--- config.mk ---
export PLATFORM = sky130hd
export DESIGN_NAME = param_fifo
export DESIGN_NICKNAME = d
export VERILOG_FILES = /design/src/rtl/param_fifo_pkg.sv /design/src/rtl/param_fifo_mem.sv /design/src/rtl/param_fifo.sv
export SDC_FILE = /design/constraint.sdc
export NUM_CORES = 1
export LEC_CHECK = 0
export ABC_AREA = 1
export BUFFER_PORTS_ARGS = -buffer_cell sky130_fd_sc_hd__buf_2
export CORE_ASPECT_RATIO = 0.9
export CORE_MARGIN = 2
export CORE_UTILIZATION = 32
export CTS_BUF_LIST = sky130_fd_sc_hd__clkbuf_16
export DETAILED_ROUTE_END_ITERATION = 12
export SYNTH_ARGS = -nofsm -noshare
export SYNTH_HDL_FRONTEND = slang
export SYNTH_SLANG_ARGS = --single-unit
--- constraint.sdc ---
create_clock -name clock -period 2.7 [get_ports clock]
set_input_delay 0.135 -clock clock [delete_from_list [all_inputs] [get_ports clock]]
set_output_delay 0.135 -clock clock [all_outputs]
set_load 0.05 [all_outputs]
--- src/rtl/param_fifo_pkg.sv ---
// Shared defaults and helpers for the parametrised single-clock FIFO.
package param_fifo_pkg;

  localparam int FIFO_DEF_WIDTH = 8;
  localparam int FIFO_DEF_DEPTH = 8;

  function automatic int cnt_width(input int depth);
    return $clog2(depth + 1);
  endfunction

  // Explicit wrap so non-power-of-two depths never index past the last slot.
  function automatic int ptr_next(input int ptr, input int depth);
    return (ptr == depth - 1) ? 0 : ptr + 1;
  endfunction

endpackage

--- src/rtl/param_fifo_mem.sv ---
// WIDTH x DEPTH register array: one write port, one registered read port.
module param_fifo_mem #(
  parameter  int WIDTH = 8,
  parameter  int DEPTH = 8,
  localparam int AW    = $clog2(DEPTH)
) (
  input  logic             clk_i,
  input  logic             rst_ni,
  input  logic             we_i,
  input  logic [AW-1:0]    waddr_i,
  input  logic [WIDTH-1:0] wdata_i,
  input  logic             re_i,
  input  logic [AW-1:0]    raddr_i,
  output logic [WIDTH-1:0] rdata_o
);

  logic [WIDTH-1:0] mem_q [DEPTH];

  always_ff @(posedge clk_i) begin
    if (we_i) mem_q[waddr_i] <= wdata_i;
  end

  // A same-edge write to raddr is not visible here: the read returns the old word.
  always_ff @(posedge clk_i or negedge rst_ni) begin
    if (!rst_ni)   rdata_o <= '0;
    else if (re_i) rdata_o <= mem_q[raddr_i];
  end

endmodule

--- src/rtl/param_fifo.sv ---
// Parametrised synchronous FIFO with occupancy count and programmable almost flags.
// Optional sticky overflow/underflow flags are enabled by defining PARAM_FIFO_ERR_FLAGS_EN.
module param_fifo
  import param_fifo_pkg::*;
#(
  parameter  int WIDTH    = FIFO_DEF_WIDTH,
  parameter  int DEPTH    = FIFO_DEF_DEPTH,
  parameter  int AF_LEVEL = DEPTH - 1,
  parameter  int AE_LEVEL = 1,
  localparam int CW       = cnt_width(DEPTH)
) (
  input  logic             clock,
  input  logic             reset,
  input  logic             wn,
  input  logic             rn,
  input  logic [WIDTH-1:0] DATAIN,
  output logic [WIDTH-1:0] DATAOUT,
  output logic             full,
  output logic             empty,
  output logic             almost_full,
  output logic             almost_empty,
  output logic [CW-1:0]    count
`ifdef PARAM_FIFO_ERR_FLAGS_EN
  ,
  output logic             overflow,
  output logic             underflow
`endif
);

  localparam int PW = $clog2(DEPTH);

  logic [PW-1:0] wr_ptr_q, wr_ptr_d;
  logic [PW-1:0] rd_ptr_q, rd_ptr_d;
  logic [CW-1:0] count_q, count_d;
  logic          wr_ok, rd_ok;

  assign full         = (count_q == CW'(DEPTH));
  assign empty        = (count_q == '0);
  assign almost_full  = (count_q >= CW'(AF_LEVEL));
  assign almost_empty = (count_q <= CW'(AE_LEVEL));
  assign count        = count_q;

  // A full FIFO still takes a write when a read frees a slot on the same edge.
  always_comb begin
    wr_ok    = wn & (~full | rn);
    rd_ok    = rn & ~empty;
    wr_ptr_d = wr_ptr_q;
    rd_ptr_d = rd_ptr_q;
    count_d  = count_q;
    if (wr_ok) wr_ptr_d = PW'(ptr_next(int'(wr_ptr_q), DEPTH));
    if (rd_ok) rd_ptr_d = PW'(ptr_next(int'(rd_ptr_q), DEPTH));
    if (wr_ok && !rd_ok)      count_d = count_q + CW'(1);
    else if (rd_ok && !wr_ok) count_d = count_q - CW'(1);
  end

  always_ff @(posedge clock or negedge reset) begin
    if (!reset) begin
      wr_ptr_q <= '0;
      rd_ptr_q <= '0;
      count_q  <= '0;
    end else begin
      wr_ptr_q <= wr_ptr_d;
      rd_ptr_q <= rd_ptr_d;
      count_q  <= count_d;
    end
  end

  param_fifo_mem #(
    .WIDTH (WIDTH),
    .DEPTH (DEPTH)
  ) u_mem (
    .clk_i   (clock),
    .rst_ni  (reset),
    .we_i    (wr_ok),
    .waddr_i (wr_ptr_q),
    .wdata_i (DATAIN),
    .re_i    (rd_ok),
    .raddr_i (rd_ptr_q),
    .rdata_o (DATAOUT)
  );

`ifdef PARAM_FIFO_ERR_FLAGS_EN
  logic ovf_q, unf_q;

  always_ff @(posedge clock or negedge reset) begin
    if (!reset) begin
      ovf_q <= 1'b0;
      unf_q <= 1'b0;
    end else begin
      if (wn && !wr_ok) ovf_q <= 1'b1;
      if (rn && empty)  unf_q <= 1'b1;
    end
  end

  assign overflow  = ovf_q;
  assign underflow = unf_q;
`else
  // Rejected operations are dropped without any record.
`endif

endmodule

[Word-level counts from Yosys, hierarchy flattened]
Memories as Yosys holds them, arrays and structs flattened. A register that Yosys moved wholly into a read port is not among the register bits.
Index checks and enable logic that the tools add are counted.
Storage, ports and cells
  memories kept: 1
  logic and storage cells: 31
  output and inout bits: 16
  register bits: 10
  RAM bits: 64
  bits of input ports: 12
Cells by class
  equal/unequal tests: 3
  mux-type cells: 6
  order comparisons: 2
  $add $sub $neg: 4
  reductions and logical operators: 7
  bitwise logic cells: 5
Memory list
  u_mem.mem_q: words 8, width 8, rd ports 1, clocked after memory_dff 1, wr ports 1, RTL line param_fifo_mem.sv:17  | logic [WIDTH-1:0] mem_q [DEPTH];
Operator list (number)
  $mux 4: 2
  $add 3x1->3 const B: 2
  $eq 3x1->1 const B: 2
  $mux 3: 2
  $add 4x1->4 const B: 1
  $eq 4x4->1 const B: 1
  $ge 4x3->1 const B: 1
  $le 4x1->1 const B: 1
  $logic_not 4->1: 1
  $sub 4x1->4 const B: 1
  $logic_not 1->1: 3
  $and 1x1->1: 2
  $logic_and 1x1->1: 2
  $mux 1: 2
  $not 1->1: 2
  $reduce_bool 2->1: 1
  $or 1x1->1: 1

[Logic depth before layout (Yosys ltp)]
Gate-level depths: netlist of run 1.
  depth after elaboration: 8
  mapped depth: 11
  gate-level depth less buffers: 11

[Hierarchy]
A second synthesis of run 1 with hierarchy kept.
Unflattened totals
  cell total of the unflattened synthesis: 389
  area, all modules: 3783.6 um^2
By module, submodules not included
  param_fifo_mem: instances 1, seq. area each 2122.0 um^2, area an instance 3089.2 um^2, cells an instance 297
  param_fifo: instances 1, seq. area each 250.2 um^2, area an instance 694.4 um^2, cells an instance 92

[Worst setup path after synthesis of run 1]
Ideal clock, no wire load.
  kind: reg2reg
  start point: register count_q[0], in the netlist count[0]
  end point: memory u_mem.mem_q[0][0] (enable)
  required time: 2330 ps
  stages on the path, launching flop included: 8
  arrival time: 1832 ps
  slack: 497 ps
  setup time: 370 ps
  cells stage by stage: dfrtp_1 inv_1 ha_1 nand3_1 o21ai_2 inv_1 nand2_1 nor2_1
Between the ends
  cells in the longest elaborated chain, start to end: 6
RTL lines
  start: declaration: RTL line param_fifo.sv:34  | logic [CW-1:0] count_q, count_d;
  start signal: assignment: RTL line param_fifo.sv:64  | count_q <= count_d;
  $eq 4x4->1: RTL line param_fifo.sv:37  | assign full = (count_q == CW'(DEPTH));
  $not 1->1: RTL line param_fifo.sv:45  | wr_ok = wn & (~full | rn);
  $or 1x1->1: RTL line param_fifo.sv:45
  $and 1x1->1: RTL line param_fifo.sv:45
  via u_mem.we_i: RTL line param_fifo_mem.sv:9  | input logic we_i,
  $mux 1: RTL line param_fifo_mem.sv:20  | if (we_i) mem_q[waddr_i] <= wdata_i;
  $mux 1 (implied by the code): RTL line param_fifo_mem.sv:20
  end: declaration: RTL line param_fifo_mem.sv:17
The timed path passes the listed nets, and every way through them passes these cells.

[Worst setup path in the final report of run 1]
  start point: register count_q[0], in the netlist count[0]
  end point: memory u_mem.mem_q[7][0] (enable)
The elaborated chain is that of the path after synthesis.

==> reports/metrics.csv, run 1 <==
stage;metric;value;unit
worst_setup_path;CP most frequent cell;inv_1;
clock_network;CTS Buffer Depth;2;
synth;post-synthesis sequential area ratio;63.90;%
clock_network;clock sink count;82;
worst_setup_path;r2r setup slk;0.42;ns
drt;vias post-DR;2450;
cells_and_area;Layout Utilization;37.93;%
global_route;vias in the first global route;2341;
floorplan;Initial Utilization;32.60;%
cells_and_area;Layout area overhead;16.35;%
sta;Final Hold Fails;0;
synth;top post-synthesis cells by area;edfxtp_1 52%, dfrtp_1 12%, nand2_1 11%;
clock_network;TritonCTS clock tree;yes;
floorplan;die height;106.2;um
sta;worst slew margin relative to its limit;51.62;%
worst_setup_path;Reg-to-Reg End;u_mem.mem_q[7][0]$_DFFE_PP_;
cells_and_area;antenna cells;0;
global_route;global-route wire length before repair;12520;um
floorplan;I/O pin cnt;28;
clock_network;root buf cell;clkbuf_16;
global_route;GRT Residual Overflow;0;
pwr;worst vdd ir;0.0006128;V
placed_design;DP HPWL;5583;um
sta;FMAX;0.4380;GHz
sta;setup TNS;0;ns
drt;wire length on met1;3577;um
worst_setup_path;Crit-path slowest cell;nor2_1;
drt;post-route ant nets;0;
hold_path;Hold Path Depth;1;
sta;fin crit period;2.283;ns
worst_setup_path;Setup crit end kind;flop;
cells_and_area;layout cell share with drive strength beyond 1;15.25;%
worst_setup_path;CP Data Arrival Time;2.24;ns
sta;Worst Tran Pin Value;0.7230;ns
pwr;Power Density;1150;nW/um^2
drt;DRC errors left;0;
worst_setup_path;CP max stage delay;0.59;ns
drt;DR WL/cell;14.16;um
sta;setup violators final;0;
floorplan;chip width;117.5;um
clock_network;CTS Buf Count;9;
worst_setup_path;Crit Reg-Reg Startpoint;count[0]$_DFFE_PN0P_;
synth;Synthesized Nets;385;
drt;DR pass1 iterations;4;
cells_and_area;nets@finish;416;
hold_path;worst hold start;DATAIN[4];
floorplan;core region area;11390;sq um
hold_path;worst hold path endpoint;u_mem.mem_q[4][4]$_DFFE_PP_;
synth;post-synth top area cell;edfxtp_1;
synth;Synthesis Warnings;0;
drt;total wire length;7871;um
run;max cap viols;0;
synth;Synth top area share;51.77;%
drt;routed vias/inst;4.406;
drt;Starting DRT DRC Count;127;
sta;Max Slew Vio Count;0;
clock_network;post-CTS sizing;0;
drt;Top Metal Used;met4;
placed_design;Port Buffers;27;
floorplan;site row count;37;
synth;Cells after Synth;364;
synth;#FFs+latches synth;82;
pwr;P_leak;1.955;nW
global_route;initial antenna violation count;0;
clock_network;Reg clk slew, reported paths;0.06;ns
worst_setup_path;crit-path cells;inv_1 -> ha_1 -> nand3_1 -> o21ai_2 -> inv_1 -> nand2_1 -> nor2_1;
sta;RSZ-0062 raised after global routing;no;
worst_setup_path;CP Max Fanout;8;
worst_setup_path;critical path launch point type;flop;
worst_setup_path;Worst EP required;2.66;ns
drt;WL met3;478;um
sta;fin crit share;84.56;%
worst_setup_path;R2R depth;7;
placed_design;placer congestion estimate;0.8208;
synth;Post-Syn Area;3712;sq um
sta;Final Skew;0.006308;ns
clock_network;htree depth;3;
synth;post-synthesis average cell area;10.20;sq um
global_route;largest net degree at the start of global routing;35;
placed_design;area post-placement;3998;sq um
synth;Yosys cell types;22;
hold_path;Tightest Hold Check Type;primary input to flop;
global_route;Total GRT Usage;13.50;%
cells_and_area;fin area;4319;sq um
drt;DR WL met2;3757;um
worst_setup_path;type of the worst setup path;flop to flop;
floorplan;Die Area;12480;sq um
clock_network;Skew-Pair Late Insertion Delay;0.33;ns
status;status;complete, no violations;
cells_and_area;Filler Cells Inserted;1152;
per-stage QoR:
step	worst slack (ns)	hold slack, ns	std cells	power, mW
2_1_floorplan	0.4973	-0.1606	364	3.281
3_3_place_gp	0.5351	0.1026	539	3.726
3_5_place_dp	0.4355	0.1102	539	3.755
4_1_cts	0.4229	0.1165	556	5.022
5_1_grt	0.2657	0.1267	556	5.287
6_report	0.4169	0.1294	556	4.966
where the power goes:
part | leakage, nW | internal (mW) | switching (mW)
Sequential | 0.799 | 1.64 | 0.167
Combinational | 1.00 | 0.515 | 1.39
Clock | 0.152 | 0.799 | 0.456
Total | 1.96 | 2.95 | 2.01
metal layers:
layer  vias to the layer above  global-route usage, %
li1                       1222                      -
met1                      1177                  17.75
met2                        47                  21.80
met3                         4                  4.292
met4                         0                  3.356
met5                         -                      0
what timing repair did:
action / in CTS / in global routing
hold endpoints to repair: 18 / 0
buffers inserted: 0 / 0
hold buffers: 1 / 0
cell type report:
type | count | area (sq um) | area share, %
Clock buffer | 9 | 225.2 | 5.214
Inverter | 67 | 254.0 | 5.881
Tap cell | 156 | 195.2 | 4.519
Multi-Input combinational cell | 203 | 1011 | 23.41
Clock inverter | 7 | 86.33 | 1.999
Sequential cell | 82 | 2372 | 54.92
Timing Repair Buffer | 32 | 175.2 | 4.056
Yosys cell counts (all sizes together):
| master | instances |
|---|---|
| a21oi | 1 |
| xor2 | 3 |
| clkbuf | 1 |
| nand2 | 114 |
| ha | 9 |
| xnor2 | 1 |
| nor2 | 12 |
| buf | 11 |
| dfrtp | 18 |
| clkinv | 2 |
| edfxtp | 64 |
| inv | 65 |
| nand3 | 50 |
| o21ai | 13 |
critical path: cells and delay by family (launching register included):
kind                     cells  cell delay (ns)
AND/OR/NAND/NOR              3             0.87
flip-flops                   1             0.46
buffers and inverters        2             0.26
adder cells (fa/ha/maj)      1             0.22
AO/OA/AOI/OAI                1             0.10
flip-flops by register name, summed over array words and instances, names as in the netlist:
signal / cells
u_mem.mem_q: 64
u_mem.rdata_o: 8
count: 4
rd_ptr_q: 3
wr_ptr_q: 3
worst max-delay path by stage:
stage                                     from                          end
after floorplan           count[0]$_DFFE_PN0P_  u_mem.mem_q[0][0]$_DFFE_PP_
after global placement    count[0]$_DFFE_PN0P_  u_mem.mem_q[2][5]$_DFFE_PP_
after detailed placement  count[0]$_DFFE_PN0P_  u_mem.mem_q[7][2]$_DFFE_PP_
after CTS                 count[0]$_DFFE_PN0P_  u_mem.mem_q[7][1]$_DFFE_PP_
after global routing      count[0]$_DFFE_PN0P_  u_mem.mem_q[2][1]$_DFFE_PP_
final                     count[0]$_DFFE_PN0P_  u_mem.mem_q[7][0]$_DFFE_PP_
cell usage in the layout (no fill, tap or decap), drive strengths merged:
cell type and count:
a21oi 1, buf 31, bufinv 2, clkbuf 9
clkinv 3, clkinvlp 2, dfrtp 18, dlygate4sd3 1
edfxtp 64, ha 9, inv 67, nand2 114
nand3 50, nor2 12, o21ai 13, xnor2 1
xor2 3
kinds of logic after synthesis:
| kind of cell | synth area share [%] |
|---|---|
| flip-flops | 63.90 |
| adder cells (fa/ha/maj) | 3.033 |
| AO/OA/AOI/OAI | 2.494 |
| AND/OR/NAND/NOR | 20.76 |
| buffers and inverters | 8.864 |
| XOR/XNOR | 0.9439 |
Note: power is estimated with default switching activity, not from simulation.
==> inputs of run 2 (changes only) <==
- clock period: 2.7 -> 2.3 ns (I/O delays scaled with it)
==> reports/metrics.csv, run 2 (synthesized netlist as in run 1, its figures left out) <==
stage;metric;value;unit
worst_setup_path;type of the worst setup path;flop to flop;
drt;DRC errors left;0;
global_route;global-route wire length before repair;12760;um
placed_design;Port Buffers;27;
pwr;P_sw;2.401;mW
run;max cap viols;0;
pwr;Power Density;1340;nW/um^2
sta;Worst Tran Pin Value;0.6078;ns
global_route;initial antenna violation count;0;
worst_setup_path;CP Data Arrival Time;2.43;ns
floorplan;die height;106.2;um
cells_and_area;layout cell share with drive strength beyond 1;18.69;%
worst_setup_path;Setup crit end kind;flop;
worst_setup_path;Worst EP required;2.54;ns
clock_network;clock sink count;82;
cells_and_area;most flop-heavy register;u_mem.mem_q;
drt;DR WL/cell;13.80;um
floorplan;chip width;117.5;um
cells_and_area;Layout area overhead;19.01;%
sta;fin crit share;95.55;%
sta;worst slew margin relative to its limit;59.23;%
drt;post-route ant nets;0;
pwr;worst vdd ir;0.0005849;V
cells_and_area;Layout Utilization;38.79;%
sta;Final Hold Fails;0;
global_route;met1 usage;17.13;%
global_route;largest net degree at the start of global routing;35;
cells_and_area;commonest non-fill, non-tap cell in the layout;nand2_1;
pwr;P_leak;2.019;nW
sta;setup violators final;0;
global_route;vias in the first global route;2519;
clock_network;CTS Buf Count;9;
global_route;GRT Residual Overflow;0;
clock_network;htree depth;3;
cells_and_area;nets@finish;428;
cells_and_area;Post-Layout Cell Count;568;
pwr;Flop pwr share;36.0;%
placed_design;placer congestion estimate;0.8171;
hold_path;Tightest Hold Check Type;primary input to flop;
sta;fin crit period;2.198;ns
pwr;Logic pwr share;38.4;%
global_route;met3 GRT Util;4.506;%
global_route;Total GRT Usage;13.68;%
cells_and_area;commonest non-fill, non-tap cells in the layout;113 x nand2_1, 64 x edfxtp_1, 60 x inv_1;
floorplan;core region area;11390;sq um
sta;Max Slew Vio Count;0;
clock_network;TritonCTS clock tree;yes;
drt;Starting DRT DRC Count;144;
pwr;internal power;3.521;mW
clock_network;CTS Buffer Depth;2;
global_route;global-route layer with the greatest usage;met2;
global_route;met2 GRT Util;22.35;%
cells_and_area;fin area;4418;sq um
drt;vias post-DR;2531;
pwr;Clock Power Share;25.6;%
worst_setup_path;critical path launch point type;flop;
drt;DR pass1 iterations;4;
worst_setup_path;CP Max Fanout;7;
cells_and_area;antenna cells;0;
clock_network;Skew-Pair Late Insertion Delay;0.34;ns
sta;FMAX;0.4550;GHz
placed_design;DP HPWL;5093;um
status;status;complete, no violations;
sta;Final Skew;0.005955;ns
floorplan;site row count;37;
floorplan;I/O pin cnt;28;
floorplan;Die Area;12480;sq um
pwr;sw frac;40.54;%
placed_design;area post-placement;4080;sq um
floorplan;Initial Utilization;32.60;%
drt;routed vias/inst;4.456;
cells_and_area;Filler Cells Inserted;1148;
sta;hold slack;0.05109;ns
drt;total wire length;7840;um
clock_network;Reg clk slew, reported paths;0.06;ns
cells_and_area;max FFs per register;64;
clock_network;root buf cell;clkbuf_16;
placed_design;placed cells;550;
-- run 2: worst paths after layout --
| path | slack (ns) | cells after the start | to | startpoint |
|---|---|---|---|---|
| setup reg to reg | 0.10 | 10 | count[3]$_DFFE_PN0P_ | count[0]$_DFFE_PN0P_ |
| min in group asynchronous | 0.26 | 2 | rd_ptr_q[0]$_DFFE_PN0P_ | reset |
| hold reg to reg | 0.48 | 2 | u_mem.rdata_o[5]$_DFFE_PN0P_ | u_mem.rdata_o[5]$_DFFE_PN0P_ |
| setup / recovery | 0.10 | 10 | count[3]$_DFFE_PN0P_ | count[0]$_DFFE_PN0P_ |
| max in group asynchronous | 1.70 | 2 | count[0]$_DFFE_PN0P_ | reset |
| hold / removal | 0.05 | 1 | u_mem.mem_q[7][6]$_DFFE_PP_ | DATAIN[6] |
-- run 2: layer usage --
metal,wire length (um),vias to the layer above
li1,-,1246
met1,3513,1206
met2,3731,67
met3,433,12
met4,162,0
met5,0,-
-- run 2: layout make-up --
class | instances | area, sq um | area share, %
Clock buffer | 9 | 225.2 | 5.098
Clock inverter | 7 | 93.84 | 2.124
Inverter | 67 | 254.0 | 5.749
Multi-Input combinational cell | 203 | 1011 | 22.88
Sequential cell | 82 | 2374 | 53.72
Tap cell | 156 | 195.2 | 4.418
Timing Repair Buffer | 44 | 265.3 | 6.004
-- run 2: through the flow --
step / total power [mW] / setup slack, ns / TNS, ns
3_5_place_dp: 4.442 / 0.1540 / 0
6_report: 5.921 / 0.1022 / 0
2_1_floorplan: 3.852 / 0.09728 / 0
4_1_cts: 5.970 / 0.1503 / 0
5_1_grt: 6.331 / -0.02093 / -0.02093
3_3_place_gp: 4.383 / 0.2890 / 0
-- run 2: repair_timing --
action | CTS | global route
setup buffers | 0 | 1
setup endpoints to repair | 0 | 2
gates resized for setup | 0 | 2
hold buffers | 1 | 0
hold endpoints to repair | 18 | 0
-- run 2: worst max-delay path, stage by stage, from the launching register on --
cell     delay, ns
dfrtp_2       0.46
inv_1         0.10
ha_1          0.17
nand3_1       0.12
o21ai_2       0.23
inv_1         0.15
ha_1          0.28
o21ai_0       0.25
nand3_1       0.13
xor2_1        0.14
inv_1         0.05
-- run 2: power groups by stage --
| stage | clock network, mW | registers, mW | logic, mW |
|---|---|---|---|
| 2_1_floorplan | 0 | 2.46 | 1.39 |
| 3_5_place_dp | 0 | 2.15 | 2.29 |
| 5_1_grt | 1.62 | 2.17 | 2.54 |
| 3_3_place_gp | 0 | 2.14 | 2.24 |
| 6_report | 1.51 | 2.13 | 2.28 |
| 4_1_cts | 1.55 | 2.13 | 2.30 |
==> inputs of run 3 (changes only) <==
- PLACE_DENSITY: unset -> 0.5
==> reports/metrics.csv, run 3 (synthesized netlist as in run 1, its figures left out) <==
stage;metric;value;unit
cells_and_area;antenna cells;0;
worst_setup_path;Worst EP required;2.52;ns
sta;Final Skew;0.004360;ns
global_route;global-route wire length before repair;12590;um
floorplan;die height;106.2;um
cells_and_area;Layout area overhead;17.90;%
global_route;initial antenna violation count;0;
clock_network;Skew-Pair Late Insertion Delay;0.33;ns
worst_setup_path;CP max stage delay;0.42;ns
drt;post-route ant nets;0;
global_route;vias in the first global route;2341;
cells_and_area;layout cell share with drive strength beyond 1;18.05;%
worst_setup_path;R2R depth;10;
global_route;Total GRT Usage;13.67;%
clock_network;root buf cell;clkbuf_16;
pwr;internal power;3.404;mW
sta;FMAX;0.4825;GHz
cells_and_area;max FFs per register;64;
pwr;P_leak;2.003;nW
placed_design;DP HPWL;4959;um
cells_and_area;nets@finish;427;
pwr;Clock Power Share;23.5;%
floorplan;site row count;37;
sta;fin crit share;90.11;%
floorplan;I/O pin cnt;28;
sta;fin crit period;2.072;ns
sta;Final Hold Fails;0;
worst_setup_path;type of the worst setup path;flop to flop;
sta;Max Slew Vio Count;0;
clock_network;TritonCTS clock tree;yes;
status;status;complete, no violations;
global_route;GRT Residual Overflow;0;
pwr;worst vdd ir;0.0004280;V
clock_network;CTS Buffer Depth;2;
global_route;largest net degree at the start of global routing;35;
run;max cap viols;0;
drt;DR WL/cell;13.73;um
drt;DRC errors left;0;
floorplan;core region area;11390;sq um
worst_setup_path;CP Max Fanout;6;
floorplan;chip width;117.5;um
pwr;Power Density;1323;nW/um^2
hold_path;Hold Path Depth;1;
drt;Starting DRT DRC Count;151;
cells_and_area;commonest non-fill, non-tap cells in the layout;113 x nand2_1, 64 x edfxtp_1, 62 x inv_1;
drt;vias post-DR;2453;
sta;Worst Tran Pin Value;0.6427;ns
drt;total wire length;7774;um
drt;routed vias/inst;4.334;
worst_setup_path;Setup crit end kind;flop;
pwr;Flop pwr share;36.1;%
clock_network;clock sink count;82;
drt;DR pass1 iterations;4;
pwr;Logic pwr share;40.4;%
placed_design;Place WS;0.1666;ns
pwr;P_sw;2.386;mW
worst_setup_path;CP most frequent cell;inv_1;
cells_and_area;most flop-heavy register;u_mem.mem_q;
sta;Final WS setup;0.2276;ns
sta;setup TNS;0;ns
placed_design;placer congestion estimate;0.7778;
clock_network;Reg clk slew, reported paths;0.06;ns
clock_network;CTS Buf Count;9;
worst_setup_path;Crit-path slowest cell;dfrtp_1;
sta;worst slew margin relative to its limit;56.89;%
pwr;sw frac;41.21;%
placed_design;Port Buffers;27;
hold_path;Tightest Hold Check Type;primary input to flop;
worst_setup_path;crit-path cells;inv_1 -> ha_1 -> nand3_1 -> o21ai_2 -> inv_1 -> ha_1 -> a21oi_1 -> o21ai_0 -> xor2_1 -> inv_1;
sta;RSZ-0062 raised after global routing;no;
sta;setup violators final;0;
floorplan;Initial Utilization;32.60;%
cells_and_area;commonest non-fill, non-tap cell in the layout;nand2_1;
worst_setup_path;CP Data Arrival Time;2.29;ns
floorplan;Die Area;12480;sq um
cells_and_area;Filler Cells Inserted;1147;
worst_setup_path;critical path launch point type;flop;
clock_network;htree depth;3;
## run 3: what timing repair did
item	4_1_cts	5_1_grt
hold buffers	1	0
endpoints found under the hold margin	18	0
resized for setup	0	2
endpoints found under the setup margin	0	2
buffers inserted	0	1
## run 3: worst paths after layout
kind | startpoint | to | slack, ns
max | count[1]$_DFFE_PN0P_ | count[2]$_DFFE_PN0P_ | 0.23
min | DATAIN[0] | u_mem.mem_q[4][0]$_DFFE_PP_ | 0.06
max reg2reg | count[1]$_DFFE_PN0P_ | count[2]$_DFFE_PN0P_ | 0.23
min reg2reg | u_mem.rdata_o[5]$_DFFE_PN0P_ | u_mem.rdata_o[5]$_DFFE_PN0P_ | 0.47
max in group asynchronous | reset | count[0]$_DFFE_PN0P_ | 1.73
min in group asynchronous | reset | count[3]$_DFFE_PN0P_ | 0.25
## run 3: cell type report
cell class | instances | area [sq um] | share of cell area (%)
Clock inverter | 6 | 60.06 | 1.372
Sequential cell | 82 | 2374 | 54.23
Tap cell | 156 | 195.2 | 4.460
Timing Repair Buffer | 43 | 257.7 | 5.889
Multi-Input combinational cell | 203 | 1011 | 23.10
Clock buffer | 9 | 225.2 | 5.146
Inverter | 67 | 254.0 | 5.803
## run 3: stage by stage
step           area (sq um)  power [mW]  hold slack (ns)  std cells  utilization [%]
6_report               4377       5.791          0.06084        566            38.43
5_1_grt                4377       6.203          0.06240        566            38.43
4_1_cts                4368       5.865          0.04461        565            38.35
3_5_place_dp           4073       4.470          0.07323        549            35.76
3_3_place_gp           4073       4.435          0.07157        549            35.76
2_1_floorplan          3712       3.852          -0.1806        364                -
## run 3: power by group through the flow
stage               Combinational, mW  Sequential [mW]  Clock [mW]
floorplan                        1.39             2.46           0
global placement                 2.33             2.10           0
detailed placement               2.35             2.12           0
CTS                              2.37             2.09        1.41
global route                     2.61             2.13        1.46
finish                           2.34             2.09        1.36
## run 3: critical path, delay by kind of cell (launching register included)
kind / cells / cell delay (ns)
compound gates: 3 / 0.47
xor+xnor: 1 / 0.14
fa+ha+maj: 2 / 0.53
buf+inv: 3 / 0.30
flops: 1 / 0.42
simple gates: 1 / 0.12
## run 3: per-layer routing
metal	up-vias	track usage [%]	wire length, um
li1	1248	-	-
met4	0	5.594	90
met3	7	3.863	341
met5	-	0	0
met1	1152	17.83	3677
met2	46	21.60	3664
